`src/rtl/alu_regfile_datapath.sv`:
```
// -----------------------------------------------------------------------------
// alu_regfile_datapath
//   Execution core of the 8-bit single-cycle CPU. It contains an 8x8 register
//   file with two combinational read ports and one clocked write port, an ALU,
//   and the writeback mux that selects between the ALU result and memory data.
//
// Ports
//   CLK          system clock; all state updates on the rising edge
//   RESET        synchronous, active-low; clears every register
//   RD1_ADDR     read port 1 address
//   RD2_ADDR     read port 2 address
//   WR_ADDR      write address
//   WRITEENABLE  register write request
//   BUSYWAIT     memory stall; 1 blocks register writes
//   WB_SEL       0 = write ALU_RESULT, 1 = write READDATA
//   READDATA     data returned from data memory
//   ALU_B        ALU second operand (muxed by the control unit)
//   ALUOP        ALU operation select
//   OUT1         read port 1 data; ALU A operand and memory write data
//   OUT2         read port 2 data
//   ALU_RESULT   ALU result; also the memory address
//   ZERO         1 when ALU_RESULT == 0
//
// Build option
//   REGFILE_BYPASS_EN : when defined, a read port whose address matches an
//   active write returns the write data combinationally (write-through).
// -----------------------------------------------------------------------------
module alu_regfile_datapath #(
    parameter int DATA_W = 8,
    parameter int ADDR_W = 3
) (
    input  logic              CLK,
    input  logic              RESET,
    input  logic [ADDR_W-1:0] RD1_ADDR,
    input  logic [ADDR_W-1:0] RD2_ADDR,
    input  logic [ADDR_W-1:0] WR_ADDR,
    input  logic              WRITEENABLE,
    input  logic              BUSYWAIT,
    input  logic              WB_SEL,
    input  logic [DATA_W-1:0] READDATA,
    input  logic [DATA_W-1:0] ALU_B,
    input  logic [2:0]        ALUOP,
    output logic [DATA_W-1:0] OUT1,
    output logic [DATA_W-1:0] OUT2,
    output logic [DATA_W-1:0] ALU_RESULT,
    output logic              ZERO
);

    localparam int NREG = 2 ** ADDR_W;

    localparam logic [2:0] OP_FWD = 3'b000;
    localparam logic [2:0] OP_ADD = 3'b001;
    localparam logic [2:0] OP_AND = 3'b010;
    localparam logic [2:0] OP_OR  = 3'b011;

    logic [DATA_W-1:0] regs_q [NREG];
    logic [DATA_W-1:0] regs_d [NREG];

    logic [DATA_W-1:0] rd1_stored;
    logic [DATA_W-1:0] rd2_stored;
    logic [DATA_W-1:0] alu_res;
    logic [DATA_W-1:0] wdata;
    logic              wr_en;

    assign rd1_stored = regs_q[RD1_ADDR];
    assign rd2_stored = regs_q[RD2_ADDR];

    // A stalled memory access holds off the write; it lands on the first
    // edge after BUSYWAIT drops, taking whatever WDATA is present then.
    assign wr_en = WRITEENABLE & ~BUSYWAIT;
    assign wdata = WB_SEL ? READDATA : alu_res;

    // ALU. The A operand is taken from the stored register value so that the
    // optional write-through path (WDATA -> OUT1) can never form a
    // combinational loop through the ALU when WB_SEL selects the ALU result.
    always_comb begin
        alu_res = '0;
        case (ALUOP)
            OP_FWD:  alu_res = ALU_B;
            OP_ADD:  alu_res = rd1_stored + ALU_B;   // carry discarded
            OP_AND:  alu_res = rd1_stored & ALU_B;
            OP_OR:   alu_res = rd1_stored | ALU_B;
            default: alu_res = '0;                   // JUMP and reserved codes
        endcase
    end

    assign ALU_RESULT = alu_res;
    assign ZERO       = (alu_res == '0);

    // Read ports
`ifdef REGFILE_BYPASS_EN
    logic fwd_act;
    assign fwd_act = wr_en & RESET;

    always_comb begin
        OUT1 = rd1_stored;
        OUT2 = rd2_stored;
        if (fwd_act && (RD1_ADDR == WR_ADDR)) OUT1 = wdata;
        if (fwd_act && (RD2_ADDR == WR_ADDR)) OUT2 = wdata;
    end
`else
    assign OUT1 = rd1_stored;
    assign OUT2 = rd2_stored;
`endif

    // Register file next state
    always_comb begin
        for (int i = 0; i < NREG; i++) regs_d[i] = regs_q[i];
        if (wr_en) regs_d[WR_ADDR] = wdata;
    end

    // Reset wins over a simultaneous write.
    always_ff @(posedge CLK) begin
        if (!RESET) begin
            for (int i = 0; i < NREG; i++) regs_q[i] <= '0;
        end else begin
            for (int i = 0; i < NREG; i++) regs_q[i] <= regs_d[i];
        end
    end

endmodule

```
`config.mk`:
```
export PLATFORM = sky130hd
export DESIGN_NAME = alu_regfile_datapath
export DESIGN_NICKNAME = d
export VERILOG_FILES = /design/src/rtl/alu_regfile_datapath.sv
export SDC_FILE = /design/constraint.sdc
export NUM_CORES = 1
export LEC_CHECK = 0
export ABC_AREA = 1
export BUFFER_PORTS_ARGS = -buffer_cell sky130_fd_sc_hd__buf_2
export CELL_PAD_IN_SITES_DETAIL_PLACEMENT = 0
export CELL_PAD_IN_SITES_GLOBAL_PLACEMENT = 1
export CORE_UTILIZATION = 41
export DETAILED_ROUTE_END_ITERATION = 6
export GPL_ROUTABILITY_DRIVEN = 0
export PLACE_DENSITY = 0.84
export SLEW_MARGIN = 30
export SYNTH_ARGS = -nofsm -noshare
export SYNTH_HDL_FRONTEND = slang
export SYNTH_SLANG_ARGS = --single-unit
```
`constraint.sdc`:
```
create_clock -name CLK -period 3.1 [get_ports CLK]
set_input_delay 0.31 -clock CLK [delete_from_list [all_inputs] [get_ports CLK]]
set_output_delay 0.31 -clock CLK [all_outputs]
set_load 0.005 [all_outputs]
```
== Word level (Yosys, flattened, before mapping) ==
Memories as Yosys holds them, arrays and structs flattened.
Cells that the tools add are included.
Storage, ports and cells
  register bits after elaboration: 0
  RAM bits: 64
  output and inout port bits: 25
  logic and storage cells: 39
  memories: 1
Memory list
  regs_q: words 8, bits a word 8, read ports 10, clocked after Yosys merged registers in 0, write ports 8, line 56  | logic [DATA_W-1:0] regs_q [NREG];
Operators by class
  add/subtract/negate cells: 1
  $lt $le $gt $ge: 2
  equality and inequality tests: 3
  multiplexer cells: 16
  bitwise operators: 13
  reduce and logical (&&, ||, !) cells: 3
Operators by type and width (number)
  8-bit 2-to-1 mux: 10
  64-bit bitwise mux: 1
  64-bit 2-to-1 mux: 1
  8-bit one-hot mux with 4 select lines: 1
  8-bit demux with 3-bit select: 1
  8-bit adder: 1
  8-bit bitwise AND: 1
  8-bit logical NOT: 1
  1-bit OR: 8
  8-bit OR: 1
  3-bit by 2-bit equality test with 1-bit output, second input constant: 2
  4-bit greater-or-equal comparator, second input constant: 1
  4-bit by 1-bit < comparator with 1-bit output, second input constant: 1
  3-bit NOT with 4-bit output: 1
  3-bit by 1-bit equality test with 1-bit output, second input constant: 1
  3-bit logical NOT: 1
  1-bit 2-to-1 mux: 2
  1-bit bitwise AND: 1
  1-bit logical AND: 1
  1-bit NOT: 1

== Logic depth before layout (Yosys ltp) ==
  word-level depth: 8
  mapped depth: 19
  mapped depth without buffers: 18

== Worst setup path after synthesis ==
OpenSTA, ideal clock, no wires.
  path kind: input -> output
  from: input port RD1_ADDR[0]
  to: output port ZERO
  arrival: 2.304 ns
  setup slack: 0.486 ns
  stages on the path: 17
  buffers on the path: 2
  cell sequence: buf_4 buf_2 a21oi_1 o21ai_0 o21ai_0 nand2_1 o21ai_1 inv_1 ha_1 nand2_1 nand3_1 or2_2 nand3_1 nand2_1 inv_1 nand3_1 nor2_1
Between the ends
  longest elaborated chain between the ends: 4
RTL lines
  from (decl): line 34  | input logic [ADDR_W-1:0] RD1_ADDR,
  memory read 8 x 8 bit
  net OUT1[2]: line 43  | output logic [DATA_W-1:0] OUT1,
  8-bit adder: line 80  | OP_ADD: alu_res = rd1_stored + ALU_B;
  8-bit one-hot mux with 4 select lines: line 78  | case (ALUOP)
  net ALU_RESULT[3]: line 45  | output logic [DATA_W-1:0] ALU_RESULT,
  8-bit logical NOT: line 88  | assign ZERO = (alu_res == '0);
  to (decl): line 46  | output logic ZERO
The timed path passes the listed nets, and every way through them passes these cells.

==> summary.txt <==
Power and ir drop
  • Maximum VDD drop: approximately 0.3 mV
  • Total power per unit cell area: around 430 nW/um^2
  • Static Leak: around 2.1 nW

Clock tree
  • Maximum level of the CTS H-tree: 3
  • Later-pin clock latency in the skew report: between 0.3 and 0.4 ns
  • Max clock buf depth: 2
  • Clock-pin slew on the worst setup and hold paths: around 0.08 ns
  • Number of buffers created by CTS: 9
  • Quantity of hold-fixing buffers added after cts: 0
  • Library cell used as clock root buffer: clkbuf_8
  • TritonCTS clock tree: done
  • Clock Sink Count: 64

GRT
  • Global-route wire length before repair: a little over 20 mm
  • Pin count of the biggest net entering global routing: 65
  • Total global routing overflow: 0
  • Number of global-route vias before repair: approximately 4000
  • Number of antenna violations at the first check in global routing: 0
  • Total global-route track usage: between 20% and 30%

Synth
  • Count of synthesis-stage warnings from yosys: 0
  • Cell Area, Synth: approximately 4200 sq um
  • Top area cells in the synthesized netlist: dfxtp_1, o21ai_0, a21oi_1
  • Share of the synthesized area in the top cell type: 30.7%
  • Mean Syn Cell Area: slightly below 7 sq um
  • Top cell type by total area after synthesis: dfxtp_1
  • Net count after synthesis: between 600 and 700
  • Number of distinct library cells after synthesis: 31
  • Sequential-to-total area share from yosys stat: between 30% and 40%
  • Post-synthesis register bit count: 64
  • Count of mapped cells out of synthesis: between 600 and 700

Routing
  • Post-route ant nets: 0
  • Via count: about 4400
  • Pre-antenna DRT Iters: 5
  • WL/cell: around 16 microns
  • DRC violation count after routing: 0
  • Detailed Route WL: 12.9 mm
  • Per-cell via count in the routed design: roughly 5.5
  • Number of design-rule violations left by the first detailed-router iteration: between 200 and 300

Worst hold path
  • Hold Crit Depth: 3
  • Hold Path Origin: READDATA[2]
  • WHS Endpoint: regs_q[4][2]$_SDFFE_PN0P_
  • Worst hold path type: input pin to register

STA
  • Worst slew slack as a fraction of its limit: between 40% and 50%
  • Final setup violation count: 0
  • Final number of hold-violating endpoints: 0
  • Measured slew at the worst slew-check pin: roughly 0.8 ns
  • Max Transition Viols Final: 0
  • Achievable Freq: around 340 MHz
  • Final Worst Setup Slack: 0.141 ns
  • Final clock period utilization by the worst path: a little over nine tenths
  • Min Tclk post-route: around 3.0 ns
  • Clock skew: 0.0128 ns

Critical path
  • Launch point of the worst reg-to-reg path: regs_q[1][0]$_SDFFE_PN0P_
  • Delay contributed by the slowest stage of the critical path: approximately 0.37 ns
  • Worst Path Max Fanout: 2
  • Family with the most delay on the worst path: simple AND/OR/NAND/NOR gates
  • Required time reported for the critical path endpoint: 2.79 ns
  • Register-to-register setup slack: between 0.5 and 0.6 ns
  • Crit path cell chain: inv_1 > a21oi_1 > o21ai_0 > o21ai_0 > nand2_1 > o21ai_2 > ha_2 > fa_2 > xor2_1 > nand2_1 > o21ai_1 > nor2_2 > nand3_2 > nor2_1 > nand3_1 > nor2_1 > buf_2
  • Worst Reg2Reg Path Length in Cells: 17
  • Worst setup SP type: register
  • Destination of the worst register-to-register timing path: regs_q[7][2]$_SDFFE_PN0P_
  • Crit path kind: register to output pin
  • Arrival time at the worst endpoint: 2.65 ns
  • Critical path's slowest cell: fa_2
  • Kind of end point of the critical path: output pin
  • Number of buffer and inverter stages on the critical path: 2

Layout
  • Post-layout net count: 730
  • Top register by number of flip-flops: regs_q
  • Top Registers: regs_q: 64 flops
  • Area added between synthesis and finish: 20.1%
  • Fraction of layout instances using a drive strength above 1: around a quarter
  • Final cell area excluding filler cells: about 5000 sq um
  • Max FFs per register: 64
  • Diode count: 0

Die
  • Core area: ~9800 sq um
  • I/O Pins: 58
  • Area of the die: between 10000 and 15000 sq um
  • Effective utilization at floorplan: 42.5%
  • Site Rows: 36
  • Chip width: ~100 microns
  • Vertical die dimension: between 100 and 150 microns

Placement
  • Number of I/O port buffers: between 50 and 60
  • Pre-CTS setup slack: around 0.095 ns
  • Post-DP HPWL: 9.13 mm
  • Area after DPL: ~4600 sq um

Outcome
  • Outcome: finished, final reports clean

Flow run
  • Max-capacitance violation count: 0
## layout by cell type, fill, tap and decap left out, types with 5 or more instances in the layout
cell	instances
ha_1	12
clkbuf_8	10
nand3_1	15
o21ai_0	142
nor2_1	48
o21ai_1	17
buf_4	23
nand3_2	5
a21oi_1	80
nor2_2	11
buf_2	54
a31oi_1	8
nand2_1	51
o21ai_2	8
inv_1	64
nand2_2	11
a21oi_2	22
dfxtp_1	62
or2_2	5
## through the flow
step | setup TNS, ns | hold WS, ns | utilization [%] | cells | total power, mW
2_1_floorplan | 0 | 0.492 | - | 621 | 1.15
6_report | 0 | 0.347 | 51.1 | 816 | 2.15
3_5_place_dp | 0 | 0.532 | 46.8 | 792 | 1.31
5_1_grt | -0.0872 | 0.350 | 51.1 | 816 | 2.25
4_1_cts | 0 | 0.345 | 49.0 | 808 | 2.10
3_3_place_gp | 0 | 0.515 | 46.8 | 792 | 1.30
## worst register-to-register path: cells and delay by family (launching register included)
kind,cells,cell delay [ns]
xor+xnor,1,0.18
compound gates,7,0.69
fa+ha+maj,2,0.57
simple gates,4,0.38
buf+inv,3,0.32
flops,1,0.31
## kinds of logic (layout without fill, tap and decap cells)
group	after synthesis	in the layout	synth area share, %
buffers and inverters	103	165	10.1
xor gates and xnor gates	1	1	0.210
adders and majority gates	19	19	5.88
DFF	64	64	30.7
AOI/OAI and AO/OA	285	285	37.1
and+or+nand+nor	149	149	16.0
## synthesized netlist by cell type
cell and n:
nand3_1 19, nand4_1 1, dfxtp_1 64, inv_1 65, o22ai_1 4, ha_1 18
buf_6 1, or2_2 5, nand3_2 1, nor2_4 1, buf_2 16, o21ai_1 18
nor2_1 48, a21oi_1 84, inv_4 1, buf_4 1, xor2_1 1, a31oi_1 8
a211oi_2 1, o21ai_2 3, o21ai_0 147, o21ai_4 2, fa_1 1, buf_1 1
nor2_2 11, inv_2 3, nand2_1 52, nand3b_1 1, a21oi_2 18, clkbuf_1 15
nand2_2 10
## metal layers
metal  vias to the layer above  wire [microns]  track usage, %
met5                         -               0               0
met3                        13             745            4.81
met2                       134            6060            40.4
li1                       2223               -               -
met1                      2079            6000            35.1
met4                         0             107            4.88
## worst max path at each step
stage                     depth (start not counted)  slack [ns]   end                      start
final                                            17        0.14  ZERO  regs_q[1][0]$_SDFFE_PN0P_
after global routing                             17       -0.09  ZERO  regs_q[1][0]$_SDFFE_PN0P_
after CTS                                        16        0.04  ZERO  regs_q[5][0]$_SDFFE_PN0P_
after detailed placement                         18        0.09  ZERO                RD1_ADDR[0]
after global placement                           18        0.09  ZERO                RD1_ADDR[0]
after floorplan                                  17        0.49  ZERO                RD1_ADDR[0]
## power breakdown
group	total [mW]	internal (mW)	switching, mW
Clock	0.807	0.470	0.337
Combinational	0.488	0.185	0.303
Sequential	0.853	0.840	0.0126
Total	2.15	1.50	0.652
## final cells by class
| class | count | area (sq um) |
|---|---|---|
| clock buffer | 10 | 138 |
| sequential | 64 | 1280 |
| multi-input combinational | 454 | 2600 |
| fill | 1009 | 4810 |
| clock inverter | 6 | 82.6 |
| tap | 133 | 166 |
| timing repair buffer | 80 | 482 |
| inverter | 69 | 264 |
## repair_timing
action / CTS / global route
setup buffers: 0 / 8
endpoints found under the setup margin: 0 / 4
resized for setup: 0 / 37
No activity file was read; power rests on OpenSTA's default activity.
